<file path="config.mk">
export PLATFORM = sky130hd
export DESIGN_NAME = ttt_game_ctrl_flat
export DESIGN_NICKNAME = d
export VERILOG_FILES = /design/src/rtl/ttt_pkg.sv /design/src/rtl/ttt_game_ctrl_if.sv /design/src/rtl/ttt_line_check.sv /design/src/rtl/ttt_game_ctrl.sv /design/src/flat_wrapper.sv
export SDC_FILE = /design/constraint.sdc
export NUM_CORES = 1
export LEC_CHECK = 0
export ABC_AREA = 1
export CAP_MARGIN = 20
export CELL_PAD_IN_SITES_DETAIL_PLACEMENT = 2
export CELL_PAD_IN_SITES_GLOBAL_PLACEMENT = 2
export CORE_ASPECT_RATIO = 1.2
export CORE_MARGIN = 2
export CORE_UTILIZATION = 33
export CTS_BUF_LIST = sky130_fd_sc_hd__clkbuf_16
export CTS_CLUSTER_SIZE = 20
export DETAILED_ROUTE_END_ITERATION = 12
export DONT_BUFFER_PORTS = 1
export PLACE_DENSITY = 0.78
export SKIP_LAST_GASP = 1
export SYNTH_ARGS = -nofsm -noshare
export SYNTH_HDL_FRONTEND = slang
export SYNTH_SLANG_ARGS = --single-unit
</file>
<file path="constraint.sdc">
create_clock -name clk -period 3 [get_ports clk]
set_clock_uncertainty 0.05 [all_clocks]
set_input_delay 0.6 -clock clk [delete_from_list [all_inputs] [get_ports clk]]
set_output_delay 0.6 -clock clk [all_outputs]
set_load 0.02 [all_outputs]
</file>
<file path="src/rtl/ttt_pkg.sv">
// Shared definitions for the tic-tac-toe game controller:
// cell, winner and reject codes, FSM states and the winning lines.
package ttt_pkg;

    typedef enum logic [2:0] {
        S_IDLE,
        S_X_TURN,
        S_O_TURN,
        S_CHECK,
        S_DONE
    } state_t;

    localparam logic [1:0] CELL_EMPTY = 2'b00;
    localparam logic [1:0] CELL_X     = 2'b01;
    localparam logic [1:0] CELL_O     = 2'b10;

    localparam logic [1:0] WIN_NONE = 2'b00;
    localparam logic [1:0] WIN_X    = 2'b01;
    localparam logic [1:0] WIN_O    = 2'b10;
    localparam logic [1:0] WIN_DRAW = 2'b11;

    localparam logic [1:0] REJ_RANGE    = 2'b01;
    localparam logic [1:0] REJ_OCCUPIED = 2'b10;

    // Rows, columns, then diagonals; entry 0 is the leftmost triple.
    localparam logic [0:7][0:2][3:0] LINES = {
        4'd1, 4'd2, 4'd3,
        4'd4, 4'd5, 4'd6,
        4'd7, 4'd8, 4'd9,
        4'd1, 4'd4, 4'd7,
        4'd2, 4'd5, 4'd8,
        4'd3, 4'd6, 4'd9,
        4'd1, 4'd5, 4'd9,
        4'd3, 4'd5, 4'd7
    };

    function automatic logic [1:0] cell_at(
        input logic [17:0] b,
        input logic [3:0]  c
    );
        cell_at = CELL_EMPTY;
        for (int k = 0; k < 9; k++) begin
            if (c == 4'(k + 1)) begin
                cell_at = b[2*k +: 2];
            end
        end
    endfunction

endpackage

</file>
<file path="src/rtl/ttt_game_ctrl_if.sv">
// Move request handshakes for both players.
// master drives the requests, slave (the controller) drives the readys.
interface ttt_game_ctrl_if;

    logic       x_valid;
    logic [3:0] x_cell;
    logic       x_ready;
    logic       o_valid;
    logic [3:0] o_cell;
    logic       o_ready;

    modport master (
        output x_valid, x_cell, o_valid, o_cell,
        input  x_ready, o_ready
    );

    modport slave (
        input  x_valid, x_cell, o_valid, o_cell,
        output x_ready, o_ready
    );

endinterface

</file>
<file path="src/rtl/ttt_line_check.sv">
// Combinational win detector: flags any of the 8 lines
// fully owned by the given player code.
module ttt_line_check
    import ttt_pkg::*;
(
    input  logic [17:0] board,
    input  logic [1:0]  player,
    output logic        win
);

    always_comb begin
        win = 1'b0;
        for (int i = 0; i < 8; i++) begin
            if (player != CELL_EMPTY &&
                cell_at(board, LINES[i][0]) == player &&
                cell_at(board, LINES[i][1]) == player &&
                cell_at(board, LINES[i][2]) == player) begin
                win = 1'b1;
            end
        end
    end

endmodule

</file>
<file path="src/rtl/ttt_game_ctrl.sv">
// Tic-tac-toe turn sequencer: grants the on-turn player, validates
// and writes moves, checks for win/draw, and optionally forfeits idle turns.
module ttt_game_ctrl
    import ttt_pkg::*;
#(
    parameter int TIMEOUT_CYCLES = 0,
    parameter int TO_W           = 16
) (
    input  logic            clk,
    input  logic            rst,
    input  logic            start,
    input  logic            first_player,
    ttt_game_ctrl_if.slave  moves,
    output logic [17:0]     board,
    output logic [1:0]      turn,
    output logic [1:0]      winner,
    output logic            game_over,
    output logic [3:0]      move_count,
    output logic            reject,
    output logic [1:0]      reject_code,
    output logic            timeout
);

    localparam bit TO_EN = (TIMEOUT_CYCLES != 0);
    localparam logic [TO_W-1:0] TO_LAST =
        TO_W'(TO_EN ? TIMEOUT_CYCLES - 1 : 0);

    state_t          state, state_n;
    logic [17:0]     board_n;
    logic [1:0]      turn_n;
    logic [1:0]      winner_n;
    logic            over_n;
    logic [3:0]      count_n;
    logic            reject_n;
    logic [1:0]      rcode_n;
    logic            timeout_n;
    logic [1:0]      mover, mover_n;
    logic [TO_W-1:0] to_cnt, to_cnt_n;

    logic            hs;
    logic [3:0]      cur_cell;
    logic [1:0]      cur_code;
    logic            bad_range;
    logic            occupied;
    logic            win;

    assign moves.x_ready = (state == S_X_TURN) && !start;
    assign moves.o_ready = (state == S_O_TURN) && !start;

    assign hs = (moves.x_ready && moves.x_valid) ||
                (moves.o_ready && moves.o_valid);

    assign cur_cell  = (state == S_O_TURN) ? moves.o_cell : moves.x_cell;
    assign cur_code  = (state == S_O_TURN) ? CELL_O : CELL_X;
    assign bad_range = (cur_cell == 4'd0) || (cur_cell > 4'd9);
    assign occupied  = cell_at(board, cur_cell) != CELL_EMPTY;

    ttt_line_check u_line_check (
        .board  (board),
        .player (mover),
        .win    (win)
    );

    always_comb begin
        state_n   = state;
        board_n   = board;
        winner_n  = winner;
        count_n   = move_count;
        reject_n  = 1'b0;
        rcode_n   = reject_code;
        timeout_n = 1'b0;
        mover_n   = mover;
        to_cnt_n  = to_cnt;
        turn_n    = CELL_EMPTY;

        unique case (state)
            S_IDLE: begin
                to_cnt_n = '0;
            end
            S_X_TURN, S_O_TURN: begin
                if (hs) begin
                    to_cnt_n = '0;
                    if (bad_range) begin
                        reject_n = 1'b1;
                        rcode_n  = REJ_RANGE;
                    end else if (occupied) begin
                        reject_n = 1'b1;
                        rcode_n  = REJ_OCCUPIED;
                    end else begin
                        for (int k = 0; k < 9; k++) begin
                            if (cur_cell == 4'(k + 1)) begin
                                board_n[2*k +: 2] = cur_code;
                            end
                        end
                        count_n = move_count + 4'd1;
                        mover_n = cur_code;
                        state_n = S_CHECK;
                    end
                end else if (TO_EN && to_cnt == TO_LAST) begin
                    timeout_n = 1'b1;
                    to_cnt_n  = '0;
                    state_n   = (state == S_X_TURN) ? S_O_TURN : S_X_TURN;
                end else if (TO_EN) begin
                    to_cnt_n = to_cnt + TO_W'(1);
                end
            end
            S_CHECK: begin
                to_cnt_n = '0;
                if (win) begin
                    winner_n = mover;
                    state_n  = S_DONE;
                end else if (move_count == 4'd9) begin
                    winner_n = WIN_DRAW;
                    state_n  = S_DONE;
                end else begin
                    state_n = (mover == CELL_X) ? S_O_TURN : S_X_TURN;
                end
            end
            S_DONE: begin
                to_cnt_n = '0;
            end
            default: begin
                state_n = S_IDLE;
            end
        endcase

        // A restart overrides whatever the current state decided.
        if (start) begin
            state_n   = first_player ? S_O_TURN : S_X_TURN;
            board_n   = '0;
            count_n   = 4'd0;
            winner_n  = WIN_NONE;
            to_cnt_n  = '0;
            reject_n  = 1'b0;
            timeout_n = 1'b0;
        end

        if (state_n == S_X_TURN) begin
            turn_n = CELL_X;
        end else if (state_n == S_O_TURN) begin
            turn_n = CELL_O;
        end
        over_n = (state_n == S_DONE);
    end

    always_ff @(posedge clk) begin
        if (rst) begin
            state       <= S_IDLE;
            board       <= '0;
            turn        <= CELL_EMPTY;
            winner      <= WIN_NONE;
            game_over   <= 1'b0;
            move_count  <= 4'd0;
            reject      <= 1'b0;
            reject_code <= 2'b00;
            timeout     <= 1'b0;
            mover       <= CELL_EMPTY;
            to_cnt      <= '0;
        end else begin
            state       <= state_n;
            board       <= board_n;
            turn        <= turn_n;
            winner      <= winner_n;
            game_over   <= over_n;
            move_count  <= count_n;
            reject      <= reject_n;
            reject_code <= rcode_n;
            timeout     <= timeout_n;
            mover       <= mover_n;
            to_cnt      <= to_cnt_n;
        end
    end

endmodule

</file>
<file path="src/flat_wrapper.sv">
// flat-port wrapper written by rule: the top's interface ports become plain ports
module ttt_game_ctrl_flat import ttt_pkg::*;
#(
    parameter int TIMEOUT_CYCLES = 0,
    parameter int TO_W           = 16
)
  (clk, rst, start, first_player, board, turn, winner, game_over, move_count, reject, reject_code, timeout, moves_x_valid, moves_x_cell, moves_o_valid, moves_o_cell, moves_x_ready, moves_o_ready);
  ttt_game_ctrl_if moves_i ();
  input  logic clk;
  input  logic rst;
  input  logic start;
  input  logic first_player;
  output logic [17:0] board;
  output logic [1:0] turn;
  output logic [1:0] winner;
  output logic game_over;
  output logic [3:0] move_count;
  output logic reject;
  output logic [1:0] reject_code;
  output logic timeout;
  input wire logic [$bits(moves_i.x_valid)-1:0] moves_x_valid;
  input wire logic [$bits(moves_i.x_cell)-1:0] moves_x_cell;
  input wire logic [$bits(moves_i.o_valid)-1:0] moves_o_valid;
  input wire logic [$bits(moves_i.o_cell)-1:0] moves_o_cell;
  output wire logic [$bits(moves_i.x_ready)-1:0] moves_x_ready;
  output wire logic [$bits(moves_i.o_ready)-1:0] moves_o_ready;
  assign moves_i.x_valid = moves_x_valid;
  assign moves_i.x_cell = moves_x_cell;
  assign moves_i.o_valid = moves_o_valid;
  assign moves_i.o_cell = moves_o_cell;
  assign moves_x_ready = moves_i.x_ready;
  assign moves_o_ready = moves_i.o_ready;
  ttt_game_ctrl #(.TIMEOUT_CYCLES(TIMEOUT_CYCLES), .TO_W(TO_W)) u_core (.clk(clk), .rst(rst), .start(start), .first_player(first_player), .moves(moves_i), .board(board), .turn(turn), .winner(winner), .game_over(game_over), .move_count(move_count), .reject(reject), .reject_code(reject_code), .timeout(timeout));
endmodule
</file>
==> flow_summary.ini <==
[synthesis]
yosysMostFrequentCell = nand2_1
yosys.area_share.simple = 0.343
synthMuxAreaShare = 0
yosysSeqAreaShare = 0.351
avgSynthCellArea_um2 = 6.40
syn_nets = 328
synth_top_family_by_area = simple AND/OR/NAND/NOR gates
synth_seq_cells = 35
yosysWarnings = 0
synth_edf_count = 0
synthTopCellsByCount = 82 x nand2_1, 51 x inv_1, 35 x dfxtp_1
synth_compound_area_frac = 0.112
synth_adder_area_share = 0.0125
ys_async_sr_fraction = 0
netlist-cell-type-count = 30
synthXorXnorAreaFrac = 0.0482
synth_top_area_cell = dfxtp_1
ys_top_cells_by_area = dfxtp_1 35%, nand2_1 15%, inv_1 9.6%
synthCells = 312
netlist_area_um2 = 2000
yosys_most_used_dff = dfxtp_1
yosysTopAreaCellShare = 0.351

[clocking]
cts_setup_buffers = 0
cts.sinks = 35
tritoncts = done
hold_buffers = 0
cts_root_buf = clkbuf_16
clk_path_buf_depth = 2
cts_made_buffers = 5
clkLatencyLatePin_ns = 0.28
cts_resized = 0
clk_pin_slew_ns = 0.06
htreeDepth = 2

[floorplanning]
pin_count = 47
rows = 31
initial_core_util = 0.337
fp.dieW_um = 75.0
die_y_um = 89.2
core_area_um2 = 5930
die-area_um2 = 6700

[placed_design]
placedCellCount = 397
dp_hpwl_um = 5340
gp_congestion = 0.771
placed_area_um2 = 2130
preCtsSetupSlack_ns = 0.277
portBuffers = 0

[status]
status = complete, no violations

[timing]
fin_crit_ns = 2.65
fmax_mhz = 377
finalHoldViolCount = 0
hold_ws_ns = 0.327
period_share = 0.883
slew_headroom = 0.616
setup_slack_ns = 0.350
rsz0062_at_grt = false
slew_viol_final = 0
tightestPinTransition_ns = 0.576
tns_ns = 0
setup_viol = 0

[cells_and_area]
synthToLayoutAreaGrowth_pct = 14.5
final_cell_area_um2 = 2290
nets = 338
fin_cells = 405
insertedDiodeCount = 0
drive_gt1_frac = 0.111

[route]
post_drt_via_cell_ratio = 4.99
ant_nets = 0
totalWireLength_um = 6620
route.detailed.drc = 0
wl_per_cell_um = 16.4
drt_iter0_markers = 35
vias = 2021
firstDrtPassIters = 4

[hold_path]
hp-class = in -> reg

[worst_setup_path]
reg2reg_from = u_core.state[1]
startpoint = u_core.state[1]
r2r_end = u_core.move_count[2]
path_max_fanout = 16
endpoint_kind = flop
path_class = reg -> reg
crit_required_ns = 3.12
critPathCapture = u_core.move_count[2]
rr_worst_depth = 15
worstSetupStartpointType = flop
r2r_slack_ns = 0.35
worstPathArrival_ns = 2.77

[global_routing]
antenna_found_initial = 0
grt_usage = 0.214
grt-ovfl-total = 0
grt_pass1_vias = 2199
grt_pass1_wl_um = 10700
grt_max_degree = 17

[job]
drv_cap = 0

[pwr]
power.density_nw_per_um2 = 488
power.leakage_uw = 0.00104
max-vdd-ir-drop_mv = 0.239
==> area by class of cell <==
cell class / count / area (µm²)
Clock buffer: 5 / 125
Clock inverter: 3 / 15.0
Fill cell: 724 / 3650
Inverter: 56 / 213
Multi-Input combinational cell: 213 / 1050
Sequential cell: 35 / 701
Tap cell: 82 / 103
Timing Repair Buffer: 11 / 82.6
==> power breakdown <==
part	internal, µW	total, µW	switching [µW]
registers	472	482	10.8
logic	39.8	136	96.5
clock network	303	499	196
total	814	1120	303
==> critical path, cell delays in order (launching register included) <==
cell and delay, ns:
dfxtp_1 0.42, nand3_2 0.21, nand2_1 0.16, nand2_1 0.13, nor2_1 0.21, inv_1 0.10, nor2_1 0.24, nand3_1 0.13
nand2_1 0.09, inv_1 0.05, nand2_2 0.09, nand3_4 0.21, inv_4 0.18, nand2_1 0.10, nor2_1 0.10, nor2_1 0.05
==> worst min path at each step <==
stage / slack, ns / from / to / depth (start not counted)
3_3_place_gp: 0.52 / u_core.mover[1] / u_core.mover[1] / 2
5_1_grt: 0.32 / rst / u_core.mover[1] / 1
6_report: 0.33 / rst / u_core.mover[1] / 1
3_5_place_dp: 0.53 / u_core.mover[1] / u_core.mover[1] / 2
2_1_floorplan: 0.52 / u_core.board[12] / u_core.board[12] / 2
4_1_cts: 0.33 / rst / u_core.mover[1] / 1
==> through the flow <==
step | total power (µW) | util
5_1_grt | 1160 | 0.386
3_3_place_gp | 622 | 0.359
3_5_place_dp | 626 | 0.359
2_1_floorplan | 590 | -
4_1_cts | 1130 | 0.382
6_report | 1120 | 0.386
==> layer usage <==
layer / vias to the layer above / wire length (µm) / GRT usage
li1: 993 / - / -
met1: 989 / 2660 / 0.237
met2: 33 / 3640 / 0.410
met3: 6 / 250 / 0.0440
met4: 0 / 63 / 0.0487
met5: - / 0 / 0
==> kinds of logic after synthesis <==
group,count (synthesis)
AO/OA/AOI/OAI,42
XOR/XNOR,11
adder cells (fa/ha/maj),2
buffers and inverters,64
flip-flops,35
other,1
AND/OR/NAND/NOR,157
==> flip-flops by register name (all words and copies together), names as in the netlist, 2 cells and up <==
name / cells
u_core.board: 18
u_core.move_count: 4
u_core.state: 3
u_core.mover: 2
u_core.reject_code: 2
u_core.turn: 2
u_core.winner: 2
==> cells in the final DEF, fill, tap and decap left out, types with 2 or more instances in the layout <==
| master | instances |
|---|---|
| clkinv_2 | 3 |
| dfxtp_1 | 35 |
| clkbuf_16 | 5 |
| o21ai_1 | 6 |
| nand3_1 | 20 |
| a21oi_1 | 20 |
| inv_1 | 51 |
| nor2_4 | 2 |
| ha_1 | 2 |
| nand2_2 | 2 |
| nor2_2 | 4 |
| nor3_1 | 5 |
| buf_4 | 11 |
| xor2_1 | 7 |
| o21ai_0 | 9 |
| xnor2_1 | 4 |
| inv_2 | 4 |
| nor2_1 | 31 |
| nand4_1 | 8 |
| nand2_1 | 82 |
Note: power is estimated with default switching activity, not from simulation.
